===== config.mk =====
export PLATFORM = sky130hd
export DESIGN_NAME = dbus_arbiter_flat
export DESIGN_NICKNAME = d
export VERILOG_FILES = /design/src/rtl/dbus_arbiter_if.sv /design/src/rtl/dbus_arbiter.sv /design/src/flat_wrapper.sv
export SDC_FILE = /design/constraint.sdc
export NUM_CORES = 1
export LEC_CHECK = 0
export CORE_MARGIN = 2
export CORE_UTILIZATION = 32
export CTS_BUF_LIST = sky130_fd_sc_hd__clkbuf_4
export CTS_CLUSTER_SIZE = 16
export DETAILED_ROUTE_END_ITERATION = 10
export HOLD_SLACK_MARGIN = 0.03
export PLACE_DENSITY_LB_ADDON = 0.05
export SLEW_MARGIN = 20
export SYNTH_ARGS = -nofsm -noshare
export SYNTH_HDL_FRONTEND = slang
export SYNTH_SLANG_ARGS = --single-unit

===== constraint.sdc =====
create_clock -name clk -period 1.4 [get_ports clk]
set_input_delay 0.14 -clock clk [delete_from_list [all_inputs] [get_ports clk]]
set_output_delay 0.14 -clock clk [all_outputs]
set_load 0.03 [all_outputs]

===== src/rtl/dbus_arbiter_if.sv =====
// dbus_arbiter_if: CPU, DMA and data-memory bus signals around the data-bus arbiter
// slave  : arbiter side (takes requests and mem_rdata; drives grants, read returns and mem strobes)
// master : requester/memory side (drives requests and mem_rdata)
interface dbus_arbiter_if #(
    parameter int ADDR_W = 32,
    parameter int DATA_W = 32
);
    logic              cpu_req, cpu_we, cpu_gnt, cpu_stall, cpu_rvalid;
    logic [ADDR_W-1:0] cpu_addr;
    logic [DATA_W-1:0] cpu_wdata, cpu_rdata;
    logic              dma_req, dma_we, dma_lock, dma_gnt, dma_rvalid, dma_err;
    logic [ADDR_W-1:0] dma_addr;
    logic [DATA_W-1:0] dma_wdata, dma_rdata;
    logic              mem_rd, mem_wr;
    logic [ADDR_W-1:0] mem_addr;
    logic [DATA_W-1:0] mem_wdata, mem_rdata;
    modport slave (
        input  cpu_req, cpu_we, cpu_addr, cpu_wdata, dma_req, dma_we, dma_lock, dma_addr, dma_wdata, mem_rdata,
        output cpu_gnt, cpu_stall, cpu_rvalid, cpu_rdata, dma_gnt, dma_rvalid, dma_rdata, dma_err,
               mem_rd, mem_wr, mem_addr, mem_wdata
    );
    modport master (
        output cpu_req, cpu_we, cpu_addr, cpu_wdata, dma_req, dma_we, dma_lock, dma_addr, dma_wdata, mem_rdata,
        input  cpu_gnt, cpu_stall, cpu_rvalid, cpu_rdata, dma_gnt, dma_rvalid, dma_rdata, dma_err,
               mem_rd, mem_wr, mem_addr, mem_wdata
    );
endinterface


===== src/rtl/dbus_arbiter.sv =====
// dbus_arbiter: shares the single-port data memory between the CPU MEM stage and a DMA engine
// clk   : system clock
// reset : synchronous active-high reset
// bus   : dbus_arbiter_if.slave (CPU/DMA request ports, read returns, cpu_stall, dma_err, memory strobes)
module dbus_arbiter #(
    parameter int ADDR_W     = 32,
    parameter int DATA_W     = 32,
    parameter int MAX_BURST  = 4,
    parameter int STARVE_LIM = 8,
    parameter int PERIPH_BIT = 30
) (
    input logic clk,
    input logic reset,
    dbus_arbiter_if.slave bus
);
    typedef enum logic [1:0] {IDLE, CPU, DMA_BURST} state_t;
    state_t state, state_n;
    logic [3:0] burst_cnt, burst_n, starve_cnt, starve_n, cnt_inc;
    logic blk, blk_n, cpu_per, dma_per, dma_pri, cpu_gnt, dma_gnt, cpu_mem, dma_mem, lock_gnt;
    logic cpu_rv, dma_rv, dma_rz;
    logic [DATA_W-1:0] cpu_hold, dma_hold;
    // blk keeps a locked DMA from starting a new burst right after one ran to MAX_BURST,
    // until the CPU gets a grant or leaves the bus idle for a cycle.
    always_comb begin
        cpu_per = bus.cpu_addr[PERIPH_BIT];
        dma_per = bus.dma_addr[PERIPH_BIT];
        dma_pri = (bus.dma_lock & ~blk) | (starve_cnt == 4'(STARVE_LIM));
        // CPU peripheral accesses never occupy memory, so they do not contend with the DMA
        dma_gnt = ~reset & bus.dma_req & (~(bus.cpu_req & ~cpu_per) | dma_pri);
        cpu_gnt = ~reset & bus.cpu_req & (cpu_per | ~dma_gnt);
        cpu_mem = cpu_gnt & ~cpu_per;
        dma_mem = dma_gnt & ~dma_per;
        bus.cpu_gnt = cpu_gnt;
        bus.dma_gnt = dma_gnt;
        bus.cpu_stall = ~reset & bus.cpu_req & ~cpu_gnt;
        bus.dma_err = dma_gnt & dma_per;
        bus.mem_rd = dma_mem ? ~bus.dma_we : cpu_mem & ~bus.cpu_we;
        bus.mem_wr = dma_mem ? bus.dma_we : cpu_mem & bus.cpu_we;
        bus.mem_addr = dma_mem ? bus.dma_addr : cpu_mem ? bus.cpu_addr : '0;
        bus.mem_wdata = dma_mem ? bus.dma_wdata : cpu_mem ? bus.cpu_wdata : '0;
        bus.cpu_rvalid = ~reset & cpu_rv;
        bus.dma_rvalid = ~reset & dma_rv;
        bus.cpu_rdata = reset ? '0 : cpu_rv ? bus.mem_rdata : cpu_hold;
        bus.dma_rdata = reset ? '0 : dma_rv ? (dma_rz ? '0 : bus.mem_rdata) : dma_hold;
        lock_gnt = dma_gnt & bus.dma_lock & ~blk;
        cnt_inc = (state == DMA_BURST) ? burst_cnt + 4'd1 : 4'd1;
        state_n = lock_gnt ? ((cnt_inc == 4'(MAX_BURST)) ? IDLE : DMA_BURST) : cpu_gnt ? CPU : IDLE;
        burst_n = lock_gnt ? cnt_inc : '0;
        blk_n = (lock_gnt & (cnt_inc == 4'(MAX_BURST))) | (blk & bus.cpu_req & ~cpu_gnt);
        starve_n = dma_gnt ? '0 : (bus.dma_req & (starve_cnt != 4'(STARVE_LIM))) ? starve_cnt + 4'd1 : starve_cnt;
    end
    always_ff @(posedge clk) begin
        if (reset) begin
            state <= IDLE;
            burst_cnt <= '0;
            starve_cnt <= '0;
            blk <= 1'b0;
            cpu_rv <= 1'b0;
            dma_rv <= 1'b0;
            dma_rz <= 1'b0;
            cpu_hold <= '0;
            dma_hold <= '0;
        end else begin
            state <= state_n;
            burst_cnt <= burst_n;
            starve_cnt <= starve_n;
            blk <= blk_n;
            cpu_rv <= cpu_mem & ~bus.cpu_we;
            dma_rv <= dma_gnt & ~bus.dma_we;
            dma_rz <= dma_per;
            cpu_hold <= bus.cpu_rdata;
            dma_hold <= bus.dma_rdata;
        end
    end
endmodule


===== src/flat_wrapper.sv =====
// flat-port wrapper written by rule: the top's interface ports become plain ports
module dbus_arbiter_flat 
#(
    parameter int ADDR_W     = 32,
    parameter int DATA_W     = 32,
    parameter int MAX_BURST  = 4,
    parameter int STARVE_LIM = 8,
    parameter int PERIPH_BIT = 30
)
  (clk, reset, bus_cpu_req, bus_cpu_we, bus_cpu_addr, bus_cpu_wdata, bus_dma_req, bus_dma_we, bus_dma_lock, bus_dma_addr, bus_dma_wdata, bus_mem_rdata, bus_cpu_gnt, bus_cpu_stall, bus_cpu_rvalid, bus_cpu_rdata, bus_dma_gnt, bus_dma_rvalid, bus_dma_rdata, bus_dma_err, bus_mem_rd, bus_mem_wr, bus_mem_addr, bus_mem_wdata);
  dbus_arbiter_if #(.ADDR_W(ADDR_W), .DATA_W(DATA_W)) bus_i ();
  input logic clk;
  input logic reset;
  input wire logic [$bits(bus_i.cpu_req)-1:0] bus_cpu_req;
  input wire logic [$bits(bus_i.cpu_we)-1:0] bus_cpu_we;
  input wire logic [$bits(bus_i.cpu_addr)-1:0] bus_cpu_addr;
  input wire logic [$bits(bus_i.cpu_wdata)-1:0] bus_cpu_wdata;
  input wire logic [$bits(bus_i.dma_req)-1:0] bus_dma_req;
  input wire logic [$bits(bus_i.dma_we)-1:0] bus_dma_we;
  input wire logic [$bits(bus_i.dma_lock)-1:0] bus_dma_lock;
  input wire logic [$bits(bus_i.dma_addr)-1:0] bus_dma_addr;
  input wire logic [$bits(bus_i.dma_wdata)-1:0] bus_dma_wdata;
  input wire logic [$bits(bus_i.mem_rdata)-1:0] bus_mem_rdata;
  output wire logic [$bits(bus_i.cpu_gnt)-1:0] bus_cpu_gnt;
  output wire logic [$bits(bus_i.cpu_stall)-1:0] bus_cpu_stall;
  output wire logic [$bits(bus_i.cpu_rvalid)-1:0] bus_cpu_rvalid;
  output wire logic [$bits(bus_i.cpu_rdata)-1:0] bus_cpu_rdata;
  output wire logic [$bits(bus_i.dma_gnt)-1:0] bus_dma_gnt;
  output wire logic [$bits(bus_i.dma_rvalid)-1:0] bus_dma_rvalid;
  output wire logic [$bits(bus_i.dma_rdata)-1:0] bus_dma_rdata;
  output wire logic [$bits(bus_i.dma_err)-1:0] bus_dma_err;
  output wire logic [$bits(bus_i.mem_rd)-1:0] bus_mem_rd;
  output wire logic [$bits(bus_i.mem_wr)-1:0] bus_mem_wr;
  output wire logic [$bits(bus_i.mem_addr)-1:0] bus_mem_addr;
  output wire logic [$bits(bus_i.mem_wdata)-1:0] bus_mem_wdata;
  assign bus_i.cpu_req = bus_cpu_req;
  assign bus_i.cpu_we = bus_cpu_we;
  assign bus_i.cpu_addr = bus_cpu_addr;
  assign bus_i.cpu_wdata = bus_cpu_wdata;
  assign bus_i.dma_req = bus_dma_req;
  assign bus_i.dma_we = bus_dma_we;
  assign bus_i.dma_lock = bus_dma_lock;
  assign bus_i.dma_addr = bus_dma_addr;
  assign bus_i.dma_wdata = bus_dma_wdata;
  assign bus_i.mem_rdata = bus_mem_rdata;
  assign bus_cpu_gnt = bus_i.cpu_gnt;
  assign bus_cpu_stall = bus_i.cpu_stall;
  assign bus_cpu_rvalid = bus_i.cpu_rvalid;
  assign bus_cpu_rdata = bus_i.cpu_rdata;
  assign bus_dma_gnt = bus_i.dma_gnt;
  assign bus_dma_rvalid = bus_i.dma_rvalid;
  assign bus_dma_rdata = bus_i.dma_rdata;
  assign bus_dma_err = bus_i.dma_err;
  assign bus_mem_rd = bus_i.mem_rd;
  assign bus_mem_wr = bus_i.mem_wr;
  assign bus_mem_addr = bus_i.mem_addr;
  assign bus_mem_wdata = bus_i.mem_wdata;
  dbus_arbiter #(.ADDR_W(ADDR_W), .DATA_W(DATA_W), .MAX_BURST(MAX_BURST), .STARVE_LIM(STARVE_LIM), .PERIPH_BIT(PERIPH_BIT)) u_core (.clk(clk), .reset(reset), .bus(bus_i));
endmodule

Word-level counts from Yosys, hierarchy flattened:

Cells that the tools add are included.

* flip-flop bits (word level): 78
* output and inout port bits: 136
* input bits: 167

* reduce and logical (&&, ||, !) cells: 2
* multiplexer cells: 15
* equal/unequal tests: 4
* bitwise gates (word level): 35
* add/sub/neg operators: 2

Operators by type and width (number)
* $mux W32: 9
* $and A1 B1 Y1: 21
* $not A1 Y1: 10
* $add A4 B1 Y4 const B: 2
* $eq A4 B3 Y1 const B: 1
* $eq A4 B4 Y1 const B: 1
* $mux W2: 2
* $mux W4: 1
* $ne A4 B4 Y1 const B: 1
* $or A1 B1 Y1: 4
* $reduce_or A2 Y1: 2
* $mux W1: 3
* $eq A2 B2 Y1 const B: 1

Depth between registers and ports, before layout:

* depth in word-level cells: 11
* gate-level depth with buffers: 8
* gate-level depth less buffers: 6

Least setup slack after synthesis:

No wires, ideal clock.

* path kind: flip-flop to output port
* start point: reg u_core.starve_cnt[0]
* end point: out bus_mem_wdata[12]
* arrival time: 1605 ps
* path slack: -345 ps
* cell stages (with the launch flop): 8
* path through: dfxtp_1 > inv_1 > ha_1 > nand3b_4 > a21bo_1 > nor2b_4 > clkbuf_1 > a22o_1

* cells in the longest elaborated chain, start to end: 10

Ends and longest elaborated chain
* from (decl): RTL line dbus_arbiter.sv:18 `logic [3:0] burst_cnt, burst_n, starve_cnt, starve_n, cnt_inc;`
* from (signal assigned): RTL line dbus_arbiter.sv:66 `starve_cnt <= starve_n;`
* $eq A4 B4 Y1 (*): RTL line dbus_arbiter.sv:27 `dma_pri = (bus.dma_lock & ~blk) | (starve_cnt == 4'(STARVE_LIM));`
* $or A1 B1 Y1 (*): RTL line dbus_arbiter.sv:27
* $or A1 B1 Y1 (*): RTL line dbus_arbiter.sv:29 `dma_gnt = ~reset & bus.dma_req & (~(bus.cpu_req & ~cpu_per) | dma_pri);`
* $and A1 B1 Y1 (*): RTL line dbus_arbiter.sv:29
* $not A1 Y1: RTL line dbus_arbiter.sv:30 `cpu_gnt = ~reset & bus.cpu_req & (cpu_per | ~dma_gnt);`
* $or A1 B1 Y1: RTL line dbus_arbiter.sv:30
* $and A1 B1 Y1: RTL line dbus_arbiter.sv:30
* $and A1 B1 Y1: RTL line dbus_arbiter.sv:31 `cpu_mem = cpu_gnt & ~cpu_per;`
* $mux W32: RTL line dbus_arbiter.sv:40 `bus.mem_wdata = dma_mem ? bus.dma_wdata : cpu_mem ? bus.cpu_wdata : '0;`
* $mux W32 (*): RTL line dbus_arbiter.sv:40
* to (decl): RTL line flat_wrapper.sv:35 `output wire logic [$bits(bus_i.mem_wdata)-1:0] bus_mem_wdata;`

Every way passes the cells marked *; elsewhere a longest branch is shown, timed or not.

Final worst setup path:

* start point: reg u_core.starve_cnt[0]
* end point: out bus_mem_addr[0]

* cells in the longest elaborated chain, start to end: 10

Ends and longest elaborated chain
* $eq A4 B4 Y1 (*): RTL line dbus_arbiter.sv:27
* $or A1 B1 Y1 (*): RTL line dbus_arbiter.sv:27
* $or A1 B1 Y1 (*): RTL line dbus_arbiter.sv:29
* $and A1 B1 Y1 (*): RTL line dbus_arbiter.sv:29
* $not A1 Y1: RTL line dbus_arbiter.sv:30
* $or A1 B1 Y1: RTL line dbus_arbiter.sv:30
* $and A1 B1 Y1: RTL line dbus_arbiter.sv:30
* $and A1 B1 Y1: RTL line dbus_arbiter.sv:31
* $mux W32: RTL line dbus_arbiter.sv:39 `bus.mem_addr = dma_mem ? bus.dma_addr : cpu_mem ? bus.cpu_addr : '0;`
* $mux W32 (*): RTL line dbus_arbiter.sv:39
* to (decl): RTL line flat_wrapper.sv:34 `output wire logic [$bits(bus_i.mem_addr)-1:0] bus_mem_addr;`

Marks and branches as above.

==> impl_metrics.xml <==
<?xml version="1.0" encoding="UTF-8"?>
<metrics>
  <group name="route">
    <metric name="detail_route.iter0.violations" unit="">368</metric>
    <metric name="vias" unit="">5470</metric>
    <metric name="detail_route.drc_violations" unit="">0</metric>
    <metric name="drt_first_pass_iters" unit="">4</metric>
    <metric name="detail_route.wl_per_cell" unit="um">22.3</metric>
    <metric name="totalWireLength" unit="mm">23.6</metric>
    <metric name="route.antenna.remaining_nets" unit="">0</metric>
    <metric name="route.detailed.vias_per_inst" unit="">5.15</metric>
  </group>
  <group name="final_layout">
    <metric name="most-common-layout-cells" unit="">sky130_fd_sc_hd__clkdlybuf4s50_1, sky130_fd_sc_hd__buf_6, sky130_fd_sc_hd__buf_4</metric>
    <metric name="final_common_cell" unit="">sky130_fd_sc_hd__clkdlybuf4s50_1</metric>
    <metric name="fraction_of_final_layout_cells_sized_beyond_drive_strength_1" unit="%">57.2</metric>
    <metric name="fillCellCount" unit="">643</metric>
    <metric name="final_cells" unit="">1062</metric>
    <metric name="flow.area_growth_from_synthesis" unit="%">161</metric>
    <metric name="finalInstanceArea" unit="um2">10800</metric>
    <metric name="nets" unit="">1053</metric>
    <metric name="postLayoutCoreUtil" unit="%">85.3</metric>
  </group>
  <group name="sta">
    <metric name="max_freq" unit="MHz">445</metric>
    <metric name="timing.setup.tns" unit="ns">-78.41</metric>
    <metric name="final_hold_viol_count" unit="">0</metric>
    <metric name="timing_max_transition_violations_final" unit="">0</metric>
    <metric name="fin_worst_skew" unit="ns">0.0217</metric>
    <metric name="rsz0062_at_grt" unit="">yes</metric>
    <metric name="postLayoutSetupSlackWorst" unit="ns">-0.847</metric>
    <metric name="fin_crit_sh" unit="%">160</metric>
    <metric name="final.hold.worst_slack" unit="ns">0.158</metric>
    <metric name="shortest_clock_period_the_worst_path_allows_after_layout" unit="ns">2.25</metric>
    <metric name="finalSetupViolCount" unit="">137</metric>
  </group>
  <group name="worst_setup_path">
    <metric name="crit_family" unit="">buffers and inverters</metric>
    <metric name="critPathArrivalTime" unit="ns">2.11</metric>
    <metric name="cell_breakdown_of_the_critical_path" unit="">inv_2 &gt; ha_4 &gt; nand3b_4 &gt; a31o_4 &gt; nor2_4 &gt; buf_12 &gt; buf_4 &gt; a22o_4 &gt; buf_12</metric>
    <metric name="worst_setup_path_end_kind" unit="">output port</metric>
    <metric name="timing.critical_path.fanout_max" unit="">11</metric>
    <metric name="worstSetupPathType" unit="">reg2out</metric>
    <metric name="timing.critical_path.buf_inv" unit="">4</metric>
    <metric name="timing.critical_path.from_type" unit="">flop</metric>
    <metric name="crit_slowest_cell" unit="">sky130_fd_sc_hd__dfxtp_2</metric>
    <metric name="cpPeakStageDelay" unit="ns">0.35</metric>
    <metric name="crit_required" unit="ns">1.26</metric>
    <metric name="critical-path-top-cell-by-count" unit="">sky130_fd_sc_hd__buf_12</metric>
  </group>
  <group name="place">
    <metric name="dpl_worst_slack" unit="ns">-0.695</metric>
    <metric name="dp_hpwl" unit="mm">14.6</metric>
    <metric name="placed_cells" unit="">967</metric>
    <metric name="post_dp_cell_area" unit="um2">8500</metric>
    <metric name="final_wtd_congestion" unit="">0.985</metric>
    <metric name="port_buffers" unit="">301</metric>
  </group>
  <group name="synth">
    <metric name="dominant_combinational_cell_family_by_area_after_synthesis" unit="">compound AO/OA/AOI/OAI gates</metric>
    <metric name="synth_cells" unit="">473</metric>
    <metric name="synthesis.area_per_instance" unit="um2">8.72</metric>
    <metric name="synth_edf_count" unit="">0</metric>
    <metric name="post_synthesis_share_of_cell_area_spent_on_and_or_nand_and_nor_gates" unit="%">22.2</metric>
    <metric name="yosys_warnings" unit="">0</metric>
    <metric name="postSynth.asyncResetShare" unit="%">0</metric>
    <metric name="ys_dominant_reg_cell" unit="">sky130_fd_sc_hd__dfxtp_1</metric>
    <metric name="yosys_reg_bits" unit="">78</metric>
    <metric name="ys_types" unit="">36</metric>
    <metric name="synth-adder-area-share" unit="%">0.910</metric>
    <metric name="synthMuxAreaShare" unit="%">7.77</metric>
    <metric name="syn-num-nets" unit="">643</metric>
    <metric name="post_synth_xor_area_fraction" unit="%">0.850</metric>
    <metric name="syn-cell-area" unit="um2">4120</metric>
    <metric name="synth_compound_area_share" unit="%">23.3</metric>
    <metric name="sequential_area_share_after_synthesis" unit="%">37.9</metric>
  </group>
  <group name="clocking">
    <metric name="number_of_buffers_on_the_longest_clock_path" unit="">2</metric>
    <metric name="numClockSinks" unit="">78</metric>
    <metric name="clk_latency" unit="ns">0.44</metric>
    <metric name="tritoncts" unit="">built</metric>
    <metric name="cts_buffers" unit="">9</metric>
    <metric name="clkTransAtPathRegs" unit="ns">0.14</metric>
    <metric name="ctsHtreeMaxLevel" unit="">3</metric>
    <metric name="root_buffer" unit="">sky130_fd_sc_hd__clkbuf_4</metric>
  </group>
  <group name="min_path">
    <metric name="min-delay-path-class" unit="">in2reg</metric>
  </group>
  <group name="floorplan">
    <metric name="die_w" unit="um">118</metric>
    <metric name="floorplan.initialDensity" unit="%">32.7</metric>
    <metric name="core_region_area" unit="um2">12600</metric>
    <metric name="placementRows" unit="">41</metric>
    <metric name="design.portCount" unit="">303</metric>
    <metric name="die_height" unit="um">118</metric>
    <metric name="die_area" unit="um2">13800</metric>
  </group>
  <group name="status">
    <metric name="violations" unit="">setup timing</metric>
    <metric name="status" unit="">finished, violations left</metric>
  </group>
  <group name="global_routing">
    <metric name="grt_remaining_overflow" unit="">0</metric>
    <metric name="pin_count_of_the_biggest_net_entering_global_routing" unit="">33</metric>
    <metric name="first_global_vias" unit="">5424</metric>
    <metric name="wire_length_of_the_first_global_routing_pass" unit="mm">30.4</metric>
    <metric name="global_route_total_usage_across_every_layer" unit="%">28.5</metric>
    <metric name="antenna_violations_before_repair" unit="">1</metric>
  </group>
  <group name="power">
    <metric name="power-per-cell-area" unit="nW/um2">575</metric>
    <metric name="leakage" unit="nW">4.29</metric>
    <metric name="design_power_total" unit="mW">6.18</metric>
    <metric name="peakVddDrop" unit="mV">0.389</metric>
  </group>
  <group name="run">
    <metric name="drv_cap" unit="">0</metric>
  </group>
</metrics>
==> final timing paths <==
kind | end | from | cells past startpoint | slack, ns
setup / recovery | bus_mem_addr[0] | u_core.starve_cnt[0] | 9 | -0.85
hold / removal | u_core.state[0] | reset | 5 | 0.16
setup reg to reg | u_core.cpu_rv | u_core.starve_cnt[0] | 8 | -0.09
hold reg to reg | u_core.burst_cnt[0] | u_core.burst_cnt[0] | 1 | 0.46
==> synthesized netlist by cell type, types with 2 or more instances <==
cell type                   n  share of area, %
sky130_fd_sc_hd__dfxtp_1   78                38
sky130_fd_sc_hd__nor2_1    74               6.7
sky130_fd_sc_hd__a21oi_1   68               8.3
sky130_fd_sc_hd__a22o_1    65                14
sky130_fd_sc_hd__nand2b_1  34               5.2
sky130_fd_sc_hd__mux2i_1   32               7.8
sky130_fd_sc_hd__nand3b_1  32               5.8
sky130_fd_sc_hd__clkbuf_1  23               2.1
sky130_fd_sc_hd__buf_6     12               3.3
sky130_fd_sc_hd__inv_1      6              0.55
sky130_fd_sc_hd__nand2_1    6              0.55
sky130_fd_sc_hd__nor2b_1    6              0.91
sky130_fd_sc_hd__buf_2      5              0.61
sky130_fd_sc_hd__buf_1      3              0.27
sky130_fd_sc_hd__ha_1       3              0.91
sky130_fd_sc_hd__nand3_1    3              0.36
sky130_fd_sc_hd__and2_1     2              0.30
sky130_fd_sc_hd__xnor2_1    2              0.42
sky130_fd_sc_hd__xor2_1     2              0.42
==> sequential cells by signal (all words and copies together) (netlist names) <==
name and cells:
u_core.burst_cnt 4, u_core.cpu_rv 1, u_core.state 2, u_core.dma_rz 1
u_core.dma_rv 1, u_core.cpu_hold 32, u_core.starve_cnt 4, u_core.blk 1
u_core.dma_hold 32
==> report_power, final <==
group	internal [mW]	switching, mW
sequential	2.27	0.0446
combinational	1.30	1.02
clock	0.711	0.839
total	4.28	1.91
==> routing by layer <==
| layer | wire length [um] | vias up | global-route usage (%) |
|---|---|---|---|
| met2 | 12400 | 242 | 52.6 |
| li1 | - | 2502 | - |
| met3 | 1650 | 55 | 5.62 |
| met4 | 878 | 0 | 7.53 |
| met1 | 8730 | 2671 | 33.6 |
| met5 | 0 | - | 0 |
==> what timing repair did <==
action	in CTS	in global routing
pin swaps	22	32
hold buffers	0	0
setup buffers	34	36
resized for setup	315	102
gates cloned	7	8
setup endpoints to repair	137	142
==> worst min-delay path, stage by stage <==
cell and delay (ns):
sky130_fd_sc_hd__buf_6 0.07, sky130_fd_sc_hd__nand2b_4 0.12, sky130_fd_sc_hd__buf_4 0.10, sky130_fd_sc_hd__nor2_1 0.05, sky130_fd_sc_hd__nor2_1 0.08
==> layout make-up <==
class                           instances  area [um2]  share of cell area (%)
Clock inverter                          7        88.8                   0.826
Sequential cell                        78        1570                    14.6
Timing Repair Buffer                  443        4900                    45.5
Antenna cell                            2        5.00                  0.0465
Clock buffer                            9        67.6                   0.628
Tap cell                              172         215                    2.00
Multi-Input combinational cell        345        3890                    36.1
Inverter                                6        22.5                   0.209
==> cells by family (layout without fill, tap and decap cells) <==
logic type                 count (synthesis)  in the layout
and+or+nand+nor                          167            167
AOI/OAI and AO/OA                        138            138
DFF                                       78             78
muxes                                     32             32
buffers and inverters                     50            465
other                                      1              3
adders and majority gates                  3              3
xor gates and xnor gates                   4              4
(Power assumes the default switching activity.)
